<file path="src/rtl/div_clk_monitor.sv">
// div_clk_monitor
//   Brings one divided-clock level (fall/digit/1 Hz tick) back into the clk domain.
//   It synchronises the level, turns its edges into 1-cycle enables, measures the
//   rise-to-rise period, declares lock when the period stays in tolerance, and flags
//   stuck when rises stop arriving. Downstream logic uses rise_pulse as a clock enable.
//
//   Optional feature: define DIV_CLK_MONITOR_DUTY_EN to build the high-time counter.
//   Without it, high_time is tied to 0.
//
// Ports
//   clk           in   1      system clock
//   rst_n         in   1      asynchronous reset, active low
//   div_in        in   1      divided clock level, asynchronous to clk
//   clear         in   1      synchronous soft reset, same effect as rst_n
//   rise_pulse    out  1      1-cycle pulse per synchronised rising edge
//   fall_pulse    out  1      1-cycle pulse per synchronised falling edge
//   period        out  CNT_W  last measured rise-to-rise period in clk cycles
//   period_valid  out  1      1-cycle strobe when period updates
//   locked        out  1      LOCK_COUNT consecutive in-range periods seen
//   stuck         out  1      no rise for TIMEOUT cycles
//   high_time     out  CNT_W  last measured high time (0 unless DIV_CLK_MONITOR_DUTY_EN)
module div_clk_monitor #(
    parameter int unsigned SYNC_STAGES     = 2,
    parameter int unsigned CNT_W           = 32,
    parameter int unsigned EXPECTED_PERIOD = 8000000,
    parameter int unsigned TOLERANCE       = 16,
    parameter int unsigned LOCK_COUNT      = 2,
    parameter int unsigned TIMEOUT         = 16000000
) (
    input  logic             clk,
    input  logic             rst_n,
    input  logic             div_in,
    input  logic             clear,
    output logic             rise_pulse,
    output logic             fall_pulse,
    output logic [CNT_W-1:0] period,
    output logic             period_valid,
    output logic             locked,
    output logic             stuck,
    output logic [CNT_W-1:0] high_time
);

    localparam int unsigned GOOD_W = $clog2(LOCK_COUNT + 1);
    localparam int unsigned LO_P   = (EXPECTED_PERIOD > TOLERANCE) ?
                                     EXPECTED_PERIOD - TOLERANCE : 0;
    localparam int unsigned HI_P   = EXPECTED_PERIOD + TOLERANCE;

    localparam logic [CNT_W-1:0] LO_BOUND  = CNT_W'(LO_P);
    localparam logic [CNT_W-1:0] HI_BOUND  = CNT_W'(HI_P);
    localparam logic [CNT_W-1:0] TMO_COUNT = CNT_W'(TIMEOUT);
    localparam logic [CNT_W-1:0] CNT_ONE   = CNT_W'(1);

    typedef enum logic [1:0] {
        StIdle,
        StMeasure,
        StLocked,
        StLost
    } state_e;

    state_e                  state_q, state_d;
    logic [SYNC_STAGES-1:0]  sync_q;
    logic                    level_q;     // synchronised level, aligned with the pulses
    logic                    rise_q, fall_q;
    logic [CNT_W-1:0]        cnt_q, cnt_d;
    logic [GOOD_W-1:0]       good_q, good_d, good_inc;
    logic [CNT_W-1:0]        period_q, period_d;
    logic                    pv_q, pv_d;
    logic                    locked_q, locked_d;
    logic                    stuck_q, stuck_d;
    logic                    in_range;
    logic                    timed_out;
    logic                    sync_last;

    assign sync_last = sync_q[SYNC_STAGES-1];

    // Edge detect is registered so a div_in change shows up SYNC_STAGES+1 cycles later.
    always_ff @(posedge clk or negedge rst_n) begin
        if (!rst_n) begin
            sync_q  <= '0;
            level_q <= 1'b0;
            rise_q  <= 1'b0;
            fall_q  <= 1'b0;
        end else if (clear) begin
            sync_q  <= '0;
            level_q <= 1'b0;
            rise_q  <= 1'b0;
            fall_q  <= 1'b0;
        end else begin
            sync_q  <= {sync_q[SYNC_STAGES-2:0], div_in};
            level_q <= sync_last;
            rise_q  <= sync_last & ~level_q;
            fall_q  <= ~sync_last & level_q;
        end
    end

    // Period counter: a rise loads 1 so that rises P cycles apart read back P.
    always_comb begin
        cnt_d = cnt_q;
        if (rise_q) begin
            cnt_d = CNT_ONE;
        end else if (cnt_q != '1) begin
            cnt_d = cnt_q + CNT_ONE;
        end
    end

    assign in_range  = (cnt_q >= LO_BOUND) && (cnt_q <= HI_BOUND);
    assign timed_out = (cnt_q == TMO_COUNT);
    assign good_inc  = good_q + GOOD_W'(1);

    always_comb begin
        state_d  = state_q;
        good_d   = good_q;
        period_d = period_q;
        pv_d     = 1'b0;
        unique case (state_q)
            StIdle: begin
                if (rise_q) begin
                    state_d = StMeasure;
                end
            end
            StMeasure: begin
                if (rise_q) begin
                    period_d = cnt_q;
                    pv_d     = 1'b1;
                    if (in_range) begin
                        good_d = good_inc;
                        if (32'(good_inc) >= LOCK_COUNT) begin
                            state_d = StLocked;
                        end
                    end else begin
                        good_d = '0;
                    end
                end else if (timed_out) begin
                    state_d = StLost;
                    good_d  = '0;
                end
            end
            StLocked: begin
                if (rise_q) begin
                    period_d = cnt_q;
                    pv_d     = 1'b1;
                    if (!in_range) begin
                        state_d = StMeasure;
                        good_d  = '0;
                    end
                end else if (timed_out) begin
                    state_d = StLost;
                    good_d  = '0;
                end
            end
            StLost: begin
                // Restart measurement; this rise has no valid previous edge.
                if (rise_q) begin
                    state_d = StMeasure;
                end
            end
            default: begin
                state_d = StIdle;
                good_d  = '0;
            end
        endcase
        locked_d = (state_d == StLocked);
        stuck_d  = (state_d == StLost);
    end

    always_ff @(posedge clk or negedge rst_n) begin
        if (!rst_n) begin
            state_q  <= StIdle;
            cnt_q    <= '0;
            good_q   <= '0;
            period_q <= '0;
            pv_q     <= 1'b0;
            locked_q <= 1'b0;
            stuck_q  <= 1'b0;
        end else if (clear) begin
            state_q  <= StIdle;
            cnt_q    <= '0;
            good_q   <= '0;
            period_q <= '0;
            pv_q     <= 1'b0;
            locked_q <= 1'b0;
            stuck_q  <= 1'b0;
        end else begin
            state_q  <= state_d;
            cnt_q    <= cnt_d;
            good_q   <= good_d;
            period_q <= period_d;
            pv_q     <= pv_d;
            locked_q <= locked_d;
            stuck_q  <= stuck_d;
        end
    end

`ifdef DIV_CLK_MONITOR_DUTY_EN
    logic [CNT_W-1:0] hcnt_q;
    logic [CNT_W-1:0] high_q;

    // level_q is already high in the rise cycle, so the load of 1 covers that cycle.
    always_ff @(posedge clk or negedge rst_n) begin
        if (!rst_n) begin
            hcnt_q <= '0;
            high_q <= '0;
        end else if (clear) begin
            hcnt_q <= '0;
            high_q <= '0;
        end else begin
            if (rise_q) begin
                hcnt_q <= CNT_ONE;
            end else if (level_q && (hcnt_q != '1)) begin
                hcnt_q <= hcnt_q + CNT_ONE;
            end
            if (fall_q && (state_q != StIdle)) begin
                high_q <= hcnt_q;
            end
        end
    end

    assign high_time = high_q;
`else
    assign high_time = '0;
`endif

    assign rise_pulse   = rise_q;
    assign fall_pulse   = fall_q;
    assign period       = period_q;
    assign period_valid = pv_q;
    assign locked       = locked_q;
    assign stuck        = stuck_q;

endmodule
</file>
<file path="config.mk">
export PLATFORM = sky130hd
export DESIGN_NAME = div_clk_monitor
export DESIGN_NICKNAME = d
export VERILOG_FILES = /design/src/rtl/div_clk_monitor.sv
export SDC_FILE = /design/constraint.sdc
export NUM_CORES = 1
export LEC_CHECK = 0
export CAP_MARGIN = 20
export CORE_MARGIN = 2
export CORE_UTILIZATION = 30
export CTS_CLUSTER_DIAMETER = 50
export DETAILED_ROUTE_END_ITERATION = 6
export PLACE_DENSITY = 0.52
export SYNTH_ARGS = -nofsm -noshare
export SYNTH_HDL_FRONTEND = slang
export SYNTH_SLANG_ARGS = --single-unit
</file>
<file path="constraint.sdc">
create_clock -name clk -period 6.65 [get_ports clk]
set_input_delay 1.33 -clock clk [delete_from_list [all_inputs] [get_ports clk]]
set_output_delay 1.33 -clock clk [all_outputs]
set_load 0.05 [all_outputs]
</file>
==> results.yml <==
synth:
  synth-simple-area-share: 0.196
  synth_top_family_by_area: "simple AND/OR/NAND/NOR gates"
  synth_cells: 403
  synth_cell_types: 45
  ys.flop_type: "dfrtp_1"
  syn_avg_cell_area_um2: 9.76
  synthAdderAreaFrac: 0.0127
  yosysWarnings: 0
  synth_compound_area_frac: 0.151
  async_reset_ff_frac: 1.00
  synth-xor-area-share: 0.0512
  synth_top_cell_by_area: "dfrtp_1"
  synth_edf_count: 0
  yosys.area.top_type_share: 0.483
  yosys-mux-area-fraction: 0
  yosysSeqAreaShare: 0.483
  ys_seq_elements: 76
  synth_area_um2: 3930
  synth_area_leaders: "dfrtp_1, a22o_1, buf_4"
clocking:
  cts_root_buf: "clkbuf_16"
  clock_latency_ns: 0.34
  cts_resized: 0
  cts-htree-levels: 3
  hold_buffers: 0
  cts_buffers: 9
  clockBufferDepth: 2
  cts_tree: "yes"
  cts_sinks: 76
  clkTransAtPathRegs_ns: 0.06
  post_cts_buffers: 0
finish:
  mostFrequentLayoutCell: "dfrtp_1"
  final_layout_size_suffix_gt1_frac: 0.0651
  fillers: 1301
  diodes: 0
  final_cell_count_no_fill: 602
  nNetsFinal: 434
  syn2layout_area_growth_pct: 18.8
  layout_common_cells: "dfrtp_1, clkdlybuf4s50_1, nor2_1, conb_1, a22o_1"
detailed_routing:
  final_antenna_net_count: 0
  wl_mm: 9.03
  vias: 2997
  drt-initial-drc-count: 293
  wl_per_cell_um: 15.0
  drc: 0
  firstDrtPassIters: 5
  viasPerCell: 4.98
pwr:
  p_leak_nw: 1.93
  report.power.total_mw: 1.16
  vdd_drop_max_mv: 0.117
  power_per_cell_area_nw_per_um2: 248
placement:
  io_buffers: 40
  dp.cells: 587
  gp_congestion: 0.824
  dp_hpwl_mm: 6.25
critical_path:
  critical_path_buf_inv_count: 1
  worstPathArrival_ns: 3.94
  cp-end-kind: "flop"
  critPathKind: "in -> reg"
  critPathTopFamily: "simple AND/OR/NAND/NOR gates"
  critPathMaxStageDelay_ns: 0.74
  start_kind: "input port"
  crit_slowest_cell: "clkdlybuf4s50_1"
  path_cells: "clkdlybuf4s50_1 -> nor2_1 -> nand4_1 -> and4bb_2 -> or4_1 -> or3_1 -> a21oi_1"
  crit_fanout: 21
  required_ns: 6.90
floorplanning:
  dieArea_um2: 14000
  die_y_um: 119
  io_pins: 73
  fp-row-count: 41
  core_area_um2: 12700
  fp.dieW_um: 119
  initial_core_util: 0.309
sta:
  setup_viol_count_final: 0
  rsz0062_at_grt: "false"
  period_needed_ns: 3.68
  slew_headroom: 0.356
  finClkSkew_ns: 0.00851
  worst_pin_slew_ns: 0.966
  hold_viol: 0
  drv_slew: 0
  tns_ns: 0
  post-route-period-util: 0.554
  max_freq_ghz: 0.272
global_routing:
  grt_max_degree: 77
  grt_overflow_total: 0
  antenna_found_initial: 0
  grt_pass1_wl_mm: 14.9
  first_global_vias: 2835
  track_usage: 0.134
hold_path:
  hold_class: "reg -> reg"
status:
  status: "finished, final reports clean"
flow_run:
  maxCapViolCount: 0
## routing by layer
| layer | vias up | track usage | routed length [um] |
|---|---|---|---|
| li1 | 1430 | - | - |
| met1 | 1488 | 0.176 | 4140 |
| met2 | 71 | 0.210 | 4380 |
| met3 | 8 | 0.0338 | 374 |
| met4 | 0 | 0.0536 | 133 |
| met5 | - | 0 | 0 |
## worst paths after layout
| check | startpoint | end | slack (ns) | depth (start not counted) |
|---|---|---|---|---|
| worst max-delay path | clear | cnt_q[29] | 2.97 | 7 |
| worst min-delay path | sync_q[1] | fall_pulse | 0.42 | 1 |
| worst max register to register | cnt_q[0] | locked | 3.74 | 8 |
| worst min register to register | sync_q[1] | fall_pulse | 0.42 | 1 |
| max in group asynchronous | rst_n | cnt_q[23] | 4.87 | 1 |
| min in group asynchronous | rst_n | period[8] | 1.13 | 1 |
## kinds of logic after synthesis
kind of cell | Yosys count
xor gates and xnor gates | 23
and+or+nand+nor | 141
other | 1
DFF | 76
adders and majority gates | 4
buffers and inverters | 75
AOI/OAI and AO/OA | 83
## cells in the mapped netlist, drive strengths merged (4+ instances only)
cell     n
and3     4
o21ai   17
nor3    14
nor2b    6
nor4    13
inv     14
clkbuf  24
nand2   18
a211oi   8
buf     37
or4      5
a21oi   14
nor2    32
or3      9
nand3   15
xnor2   20
ha       4
a31oi    4
nand4    8
dfrtp   76
a22o    32
## flip-flops by register name, indices dropped and copies added (netlist names)
name and flops:
cnt_q 32, period_valid 1, state_q 2, sync_q 2, level_q 1, good_q 2
stuck 1, period 32, fall_pulse 1, rise_pulse 1, locked 1
## layout make-up
type	instances	area (um2)	share of cell area
repair buffers	42	420	0.0900
flip-flops and latches	76	1900	0.407
inverters	14	52.6	0.0112
clock inverters	4	97.6	0.0209
clock buffers	11	243	0.0520
multi-input cells	283	1740	0.373
well taps	172	215	0.0461
## power breakdown
part | internal, mW | total (mW) | leakage (nW) | switching (mW)
Clock | 0.375 | 0.557 | 0.162 | 0.182
Sequential | 0.468 | 0.476 | 1.06 | 0.00751
Combinational | 0.0286 | 0.126 | 0.709 | 0.0972
## through the flow
step	instance area (um2)	utilization	setup WS, ns	hold slack (ns)
after floorplan	4050	-	3.74	0.394
after global placement	4320	0.339	2.69	0.406
after detailed placement	4330	0.340	2.63	0.418
after CTS	4670	0.367	2.97	0.425
after global routing	4670	0.367	2.82	0.446
final	4670	0.367	2.97	0.417
No activity file was read; power rests on OpenSTA's default activity.
